==> config.mk <==
export PLATFORM = sky130hd
export DESIGN_NAME = encoder_multi_ctrl
export DESIGN_NICKNAME = d
export VERILOG_FILES = /design/src/rtl/encoder_pkg.sv /design/src/rtl/encoder_debounce.sv /design/src/rtl/encoder_multi_ctrl.sv
export SDC_FILE = /design/constraint.sdc
export NUM_CORES = 1
export LEC_CHECK = 0
export BUFFER_PORTS_ARGS = -buffer_cell sky130_fd_sc_hd__buf_2
export CORE_UTILIZATION = 40
export CTS_CLUSTER_SIZE = 16
export DETAILED_ROUTE_END_ITERATION = 8
export GPL_TIMING_DRIVEN = 0
export PLACE_DENSITY = 0.61
export SYNTH_ARGS = -nofsm -noshare
export SYNTH_HDL_FRONTEND = slang
export SYNTH_SLANG_ARGS = --single-unit
==> constraint.sdc <==
create_clock -name i_clk -period 6.1 [get_ports i_clk]
set_clock_uncertainty 0.15 [all_clocks]
set_input_delay 0.915 -clock i_clk [delete_from_list [all_inputs] [get_ports i_clk]]
set_output_delay 0.915 -clock i_clk [all_outputs]
set_load 0.005 [all_outputs]
==> src/rtl/encoder_pkg.sv <==
// Shared types and helpers for the multi-channel rotary encoder controller.
package encoder_pkg;

  typedef enum logic [1:0] {KEY_IDLE, KEY_PRESS, KEY_LONG} key_state_t;
  typedef enum logic [1:0] {STEP_NONE, STEP_CW, STEP_CCW, STEP_ERR} step_t;

  function automatic int db_cycles(input int clk_fre, input int db_us);
    return clk_fre / 1_000_000 * db_us;
  endfunction

  function automatic int ms_cycles(input int clk_fre);
    return clk_fre / 1000;
  endfunction

  // AB is {A,B}; CW order is 11->01->00->10->11. mode 0 = x1, 1 = x4.
  function automatic step_t step_dir(input logic [1:0] prev_ab,
                                     input logic [1:0] cur_ab,
                                     input logic       mode);
    step_t s;
    s = STEP_NONE;
    if (prev_ab != cur_ab) begin
      if ((prev_ab[1] ^ cur_ab[1]) && (prev_ab[0] ^ cur_ab[0])) begin
        s = STEP_ERR;
      end else if (!mode) begin
        if (prev_ab[1] && !cur_ab[1]) s = cur_ab[0] ? STEP_CW : STEP_CCW;
      end else begin
        case ({prev_ab, cur_ab})
          4'b1101, 4'b0100, 4'b0010, 4'b1011: s = STEP_CW;
          default:                            s = STEP_CCW;
        endcase
      end
    end
    return s;
  endfunction

endpackage

==> src/rtl/encoder_debounce.sv <==
// Single-bit 2-FF synchroniser followed by a stable-time filter; idles high.
module encoder_debounce #(
  parameter int DB_CYC = 250000
) (
  input  logic i_clk,
  input  logic i_rst,
  input  logic i_din,
  output logic o_dout
);
  localparam int CNT_W = (DB_CYC > 1) ? $clog2(DB_CYC) : 1;

  logic [1:0]       sync_q;
  logic             filt_q, filt_d;
  logic [CNT_W-1:0] cnt_q, cnt_d;

  // Any cycle where the synced value matches the filtered one restarts the count.
  always_comb begin
    filt_d = filt_q;
    cnt_d  = '0;
    if (sync_q[1] != filt_q) begin
      if (cnt_q == CNT_W'(DB_CYC - 1)) filt_d = sync_q[1];
      else                             cnt_d  = cnt_q + 1'b1;
    end
  end

  always_ff @(posedge i_clk or posedge i_rst) begin
    if (i_rst) begin
      sync_q <= 2'b11;
      filt_q <= 1'b1;
      cnt_q  <= '0;
    end else begin
      sync_q <= {sync_q[0], i_din};
      filt_q <= filt_d;
      cnt_q  <= cnt_d;
    end
  end

  assign o_dout = filt_q;

endmodule

==> src/rtl/encoder_multi_ctrl.sv <==
// Multi-channel rotary encoder controller: debounce, quadrature decode,
// position counting and short/long press classification.
module encoder_multi_ctrl
  import encoder_pkg::*;
#(
  parameter int CLK_FRE   = 50_000_000,
  parameter int CH_NUM    = 2,
  parameter int DB_US     = 5000,
  parameter int STEP_MODE = 0,
  parameter int POS_W     = 8,
  parameter int WRAP      = 1,
  parameter int POS_MAX   = 2**POS_W - 1,
  parameter int LONG_MS   = 1000
) (
  input  logic                    i_clk,
  input  logic                    i_rst,
  input  logic [CH_NUM-1:0]       i_enc_a,
  input  logic [CH_NUM-1:0]       i_enc_b,
  input  logic [CH_NUM-1:0]       i_key,
  input  logic [CH_NUM-1:0]       i_clr,
  output logic [CH_NUM-1:0]       o_cw,
  output logic [CH_NUM-1:0]       o_ccw,
  output logic [CH_NUM-1:0]       o_err,
  output logic [CH_NUM*POS_W-1:0] o_pos,
  output logic [CH_NUM-1:0]       o_key_lvl,
  output logic [CH_NUM-1:0]       o_short,
  output logic [CH_NUM-1:0]       o_long
);
  localparam int DB_CYC = db_cycles(CLK_FRE, DB_US);
  localparam int MS_CYC = ms_cycles(CLK_FRE);
  localparam int MS_W   = (MS_CYC > 1) ? $clog2(MS_CYC) : 1;
  localparam int HOLD_W = $clog2(LONG_MS + 1);
  localparam logic [POS_W-1:0] POS_MAX_V = POS_W'(POS_MAX);
  localparam logic MODE_X4 = (STEP_MODE != 0);

  logic [CH_NUM-1:0] a_f, b_f, key_f;
  logic [MS_W-1:0]   ms_cnt_q;
  logic              tick;

  // One shared prescaler feeds the hold counters of every channel.
  assign tick = (ms_cnt_q == MS_W'(MS_CYC - 1));

  always_ff @(posedge i_clk or posedge i_rst) begin
    if (i_rst)     ms_cnt_q <= '0;
    else if (tick) ms_cnt_q <= '0;
    else           ms_cnt_q <= ms_cnt_q + 1'b1;
  end

  for (genvar n = 0; n < CH_NUM; n++) begin : g_ch
    logic [1:0]        ab_cur, ab_prev_q;
    step_t             step;
    logic              cw_q, ccw_q, err_q, short_q, long_q, short_d, long_d;
    logic [POS_W-1:0]  pos_q, pos_d;
    key_state_t        key_q, key_d;
    logic [HOLD_W-1:0] hold_q, hold_d;

    encoder_debounce #(.DB_CYC(DB_CYC)) u_db_a (
      .i_clk(i_clk), .i_rst(i_rst), .i_din(i_enc_a[n]), .o_dout(a_f[n]));
    encoder_debounce #(.DB_CYC(DB_CYC)) u_db_b (
      .i_clk(i_clk), .i_rst(i_rst), .i_din(i_enc_b[n]), .o_dout(b_f[n]));
    encoder_debounce #(.DB_CYC(DB_CYC)) u_db_k (
      .i_clk(i_clk), .i_rst(i_rst), .i_din(i_key[n]), .o_dout(key_f[n]));

    assign ab_cur = {a_f[n], b_f[n]};
    assign step   = step_dir(ab_prev_q, ab_cur, MODE_X4);

    // Clear wins over a coincident step; the step pulse itself is unaffected.
    always_comb begin
      pos_d = pos_q;
      if (i_clr[n]) begin
        pos_d = '0;
      end else if (step == STEP_CW) begin
        if (WRAP != 0 || pos_q < POS_MAX_V) pos_d = pos_q + 1'b1;
      end else if (step == STEP_CCW) begin
        if (WRAP != 0 || pos_q != '0) pos_d = pos_q - 1'b1;
      end
    end

    always_comb begin
      key_d   = key_q;
      hold_d  = hold_q;
      short_d = 1'b0;
      long_d  = 1'b0;
      case (key_q)
        KEY_IDLE: if (!key_f[n]) begin
          key_d  = KEY_PRESS;
          hold_d = '0;
        end
        KEY_PRESS: if (key_f[n]) begin
          short_d = 1'b1;
          key_d   = KEY_IDLE;
        end else if (tick) begin
          hold_d = hold_q + 1'b1;
          if (hold_q == HOLD_W'(LONG_MS - 1)) begin
            long_d = 1'b1;
            key_d  = KEY_LONG;
          end
        end
        KEY_LONG: if (key_f[n]) key_d = KEY_IDLE;
        default:  key_d = KEY_IDLE;
      endcase
    end

    always_ff @(posedge i_clk or posedge i_rst) begin
      if (i_rst) begin
        ab_prev_q <= 2'b11;
        cw_q      <= 1'b0;
        ccw_q     <= 1'b0;
        err_q     <= 1'b0;
        pos_q     <= '0;
        key_q     <= KEY_IDLE;
        hold_q    <= '0;
        short_q   <= 1'b0;
        long_q    <= 1'b0;
      end else begin
        ab_prev_q <= ab_cur;
        cw_q      <= (step == STEP_CW);
        ccw_q     <= (step == STEP_CCW);
        err_q     <= (step == STEP_ERR);
        pos_q     <= pos_d;
        key_q     <= key_d;
        hold_q    <= hold_d;
        short_q   <= short_d;
        long_q    <= long_d;
      end
    end

    assign o_cw[n]                 = cw_q;
    assign o_ccw[n]                = ccw_q;
    assign o_err[n]                = err_q;
    assign o_pos[n*POS_W +: POS_W] = pos_q;
    assign o_key_lvl[n]            = ~key_f[n];
    assign o_short[n]              = short_q;
    assign o_long[n]               = long_q;
  end

endmodule

==> flow_summary_export.csv <==
group,metric,value,unit
timing,tightest_slew,490,ps
status,status,"finished, final reports clean",
clocking,cts_buffers,17,
critical_path,ff2ff_path_depth,10,
global_route,track_usage,15.9,%
global_route,grt_antenna_before_repair,0,
critical_path,cp.arrival,3410,ps
finish,area_growth,13.8,%
clocking,cts_setup_buffers,0,
timing,finalSetupTns,0,ps
critical_path,cp.required,6280,ps
timing,fin_crit,3230,ps
min_path,min_path_type,"register to register",
logic_synthesis,synth.distinct_cells,56,
timing,hold_viol,0,
logic_synthesis,synthesis.nets,1007,
detailed_routing,drt_first_iter_violations,378,
clocking,clk_pin_slew,80,ps
detailed_routing,postRouteAntennaNets,0,
timing,fin_crit_sh,52.9,%
die,start_util,41.1,%
power,power.total,2.64,mW
die,ios,38,
logic_synthesis,ys_warn_count,0,
clocking,clock_latency,440,ps
critical_path,reg2reg_from,"g_ch[1].u_db_a.o_dout",
power,p_int,2.06,mW
detailed_routing,avgRoutedWirePerCell,13.2,µm
die,die_w,158,µm
power,power_frac_seq,50.3,%
timing,finalWorstSetupSlack,2870,ps
detailed_routing,finalWirelength,17900,µm
critical_path,worstSetupPathType,"register to register",
timing,rsz0062_at_grt,"no",
placement,finalWeightedCongestion,0.768,
min_path,hold_path_depth,0,
global_route,grt_pass1_vias,6653,
timing,setup-violations-final,0,
logic_synthesis,avgSynthCellArea,9.98,µm²
clocking,root_buffer,"clkbuf_16",
timing,relSlewSlack,67.3,%
global_route,grt_max_degree,42,
finish,instances_no_fill,1363,
power,pwr-share-clk,47.0,%
power,power_density,239,mW/mm²
critical_path,regToRegSetupSlack,2870,ps
logic_synthesis,synthFlopType,"dfrtp_1",
die,rows,56,
logic_synthesis,synth.cell_area,0.00970,mm²
flow_run,cap_violations,0,
critical_path,r2r-end,"g_ch[1].pos_q[7]",
finish,layout.nets,1066,
die,die_height,158,µm
finish,fin_util,46.8,%
logic_synthesis,syn_inst,972,
power,switchingPower,0.582,mW
placement,dp_worst_setup_slack,2870,ps
detailed_routing,drt_first_pass_iters,4,
critical_path,cp-end-kind,"register",
power,max-vdd-ir-drop,0.176,mV
clocking,ctsLongestPathBuffers,2,
timing,drv_slew,0,
power,sw_frac_of_total,22.0,%
clocking,htreeDepth,4,
die,core-area,0.0236,mm²
finish,drive_above_1_share,13.7,%
global_route,grt_pass1_wl,31700,µm
clocking,clkSinkCount,196,
min_path,holdPathEnd,"g_ch[0].u_db_b.sync_q[1]",
timing,fmax,310,MHz
placement,numPlacedInstances,1331,
global_route,grt_remaining_overflow,0,
detailed_routing,route.detailed.drc,0,
logic_synthesis,synth_edf_count,0,
critical_path,cp-start-kind,"register",
clocking,cts_tree,"done",
die,die_area,0.0249,mm²
power,leakagePower,4.83,nW
finish,n_antenna_cell,0,
logic_synthesis,yosysSeqAreaShare,50.8,%
clocking,cts_hold_buf,0,
power,combinationalPowerShare,2.7,%
detailed_routing,vias,6762,
min_path,min_from,"g_ch[0].u_db_b.sync_q[0]",
critical_path,path_max_fanout,7,
placement,numPortBuffers,35,
detailed_routing,viasPerCell,4.96,
placement,dp_hpwl,12300,µm
clocking,cts-resized-gates,0,
logic_synthesis,synth-seq-cells,196,
logic_synthesis,async_flop_share,100,%
critical path, cell delays in order, from the launching register on:
cell	delay [ps]
dfstp_2	580
inv_1	60
ha_1	300
xnor3_1	230
nand3_1	260
ha_1	370
a21oi_1	240
o2111ai_1	160
o211ai_1	140
mux2i_1	270
mux2_2	360
layer usage:
metal / share of wire, % / vias up / GRT usage [%]
li1: - / 3420 / -
met1: 50 / 3243 / 21.9
met2: 46 / 79 / 25.0
met3: 2.4 / 20 / 2.82
met4: 1.4 / 0 / 5.92
met5: 0 / - / 0
registers in the layout, indices dropped and copies added, names as in the netlist, 4 cells and up:
register,count
g_ch.u_db_a.cnt_q,36
g_ch.u_db_b.cnt_q,36
g_ch.key_q,4
g_ch.u_db_a.sync_q,4
g_ch.ab_prev_q,4
ms_cnt_q,16
g_ch.u_db_k.cnt_q,36
g_ch.hold_q,20
g_ch.u_db_b.sync_q,4
g_ch.u_db_k.sync_q,4
g_ch.pos_q,16
area by class of cell:
cell class	count	area, µm²
Tap cell	319	399
Clock inverter	12	193
Sequential cell	196	4930
Multi-Input combinational cell	703	4420
Timing Repair Buffer	40	283
Buffer	34	204
Clock buffer	20	457
Inverter	39	150
Fill cell	2251	12600
power by group through the flow:
stage,Combinational [mW],Clock [mW],Sequential [mW]
6_report,0.0712,1.24,1.33
5_1_grt,0.0835,1.33,1.33
4_1_cts,0.0753,1.28,1.33
3_5_place_dp,0.0748,0,1.35
3_3_place_gp,0.0650,0,1.35
2_1_floorplan,0.0471,0,1.35
cells by family (layout without fill, tap and decap cells):
group / after synthesis / after routing / share of synthesized area [%]
AO/OA/AOI/OAI: 78 / 78 / 5.00
XOR/XNOR: 128 / 128 / 11.8
adder cells (fa/ha/maj): 25 / 25 / 3.38
buffers and inverters: 73 / 145 / 3.61
flip-flops: 196 / 196 / 50.8
multiplexers: 19 / 19 / 2.05
AND/OR/NAND/NOR: 453 / 453 / 23.3
layout by cell type, fill, tap and decap left out, types with 5 or more instances in the layout:
| master | Yosys | layout |
|---|---|---|
| nor2_1 | 178 | 178 |
| dfrtp_1 | 174 | 174 |
| xnor2_1 | 72 | 72 |
| nand2_1 | 67 | 67 |
| nand3_1 | 54 | 54 |
| xor2_1 | 54 | 54 |
| buf_2 | 7 | 42 |
| nor3_1 | 38 | 38 |
| inv_1 | 39 | 38 |
| nand4_1 | 28 | 28 |
| a21oi_1 | 27 | 27 |
| ha_1 | 23 | 23 |
| dfstp_2 | 22 | 22 |
| and3_1 | 19 | 19 |
| o21ai_0 | 18 | 18 |
| clkbuf_16 | 0 | 17 |
| buf_4 | 14 | 14 |
| mux2i_1 | 12 | 12 |
| and4_1 | 10 | 10 |
| clkbuf_1 | 8 | 9 |
| nor4b_1 | 7 | 7 |
| nor2b_1 | 7 | 7 |
| mux2_2 | 7 | 7 |
| nor4_1 | 6 | 6 |
| and2_1 | 6 | 6 |
| or2_2 | 5 | 5 |
| nand3b_1 | 5 | 5 |
how the worst max path moves through the flow:
stage	start	end	slack, ps	cells after the start
finish	g_ch[1].u_db_a.o_dout	g_ch[1].pos_q[7]	2870	10
global route	g_ch[0].u_db_a.o_dout	g_ch[0].pos_q[6]	2680	11
CTS	g_ch[1].u_db_a.o_dout	g_ch[1].pos_q[7]	2860	10
detailed placement	g_ch[1].u_db_a.o_dout	g_ch[1].pos_q[7]	2870	10
global placement	i_rst	g_ch[1].u_db_k.cnt_q[0]	1200	2
floorplan	i_rst	g_ch[0].ccw_q	2520	1
synthesized netlist by cell type, types with 10 or more instances:
| library cell | n | share of area [%] |
|---|---|---|
| nor2_1 | 178 | 6.9 |
| dfrtp_1 | 174 | 45 |
| xnor2_1 | 72 | 6.5 |
| nand2_1 | 67 | 2.6 |
| nand3_1 | 54 | 2.8 |
| xor2_1 | 54 | 4.9 |
| inv_1 | 39 | 1.5 |
| nor3_1 | 38 | 2.0 |
| nand4_1 | 28 | 1.8 |
| a21oi_1 | 27 | 1.4 |
| ha_1 | 23 | 3.0 |
| dfstp_2 | 22 | 6.0 |
| and3_1 | 19 | 1.2 |
| o21ai_0 | 18 | 0.93 |
| buf_4 | 14 | 1.1 |
| mux2i_1 | 12 | 1.2 |
| and4_1 | 10 | 0.90 |
through the flow:
step / cell area [µm²] / hold WS, ps
4_1_cts: 11000 / 205
5_1_grt: 11000 / 208
2_1_floorplan: 9710 / 195
3_5_place_dp: 10400 / 200
6_report: 11000 / 206
3_3_place_gp: 10300 / 196
(Power assumes the default switching activity.)
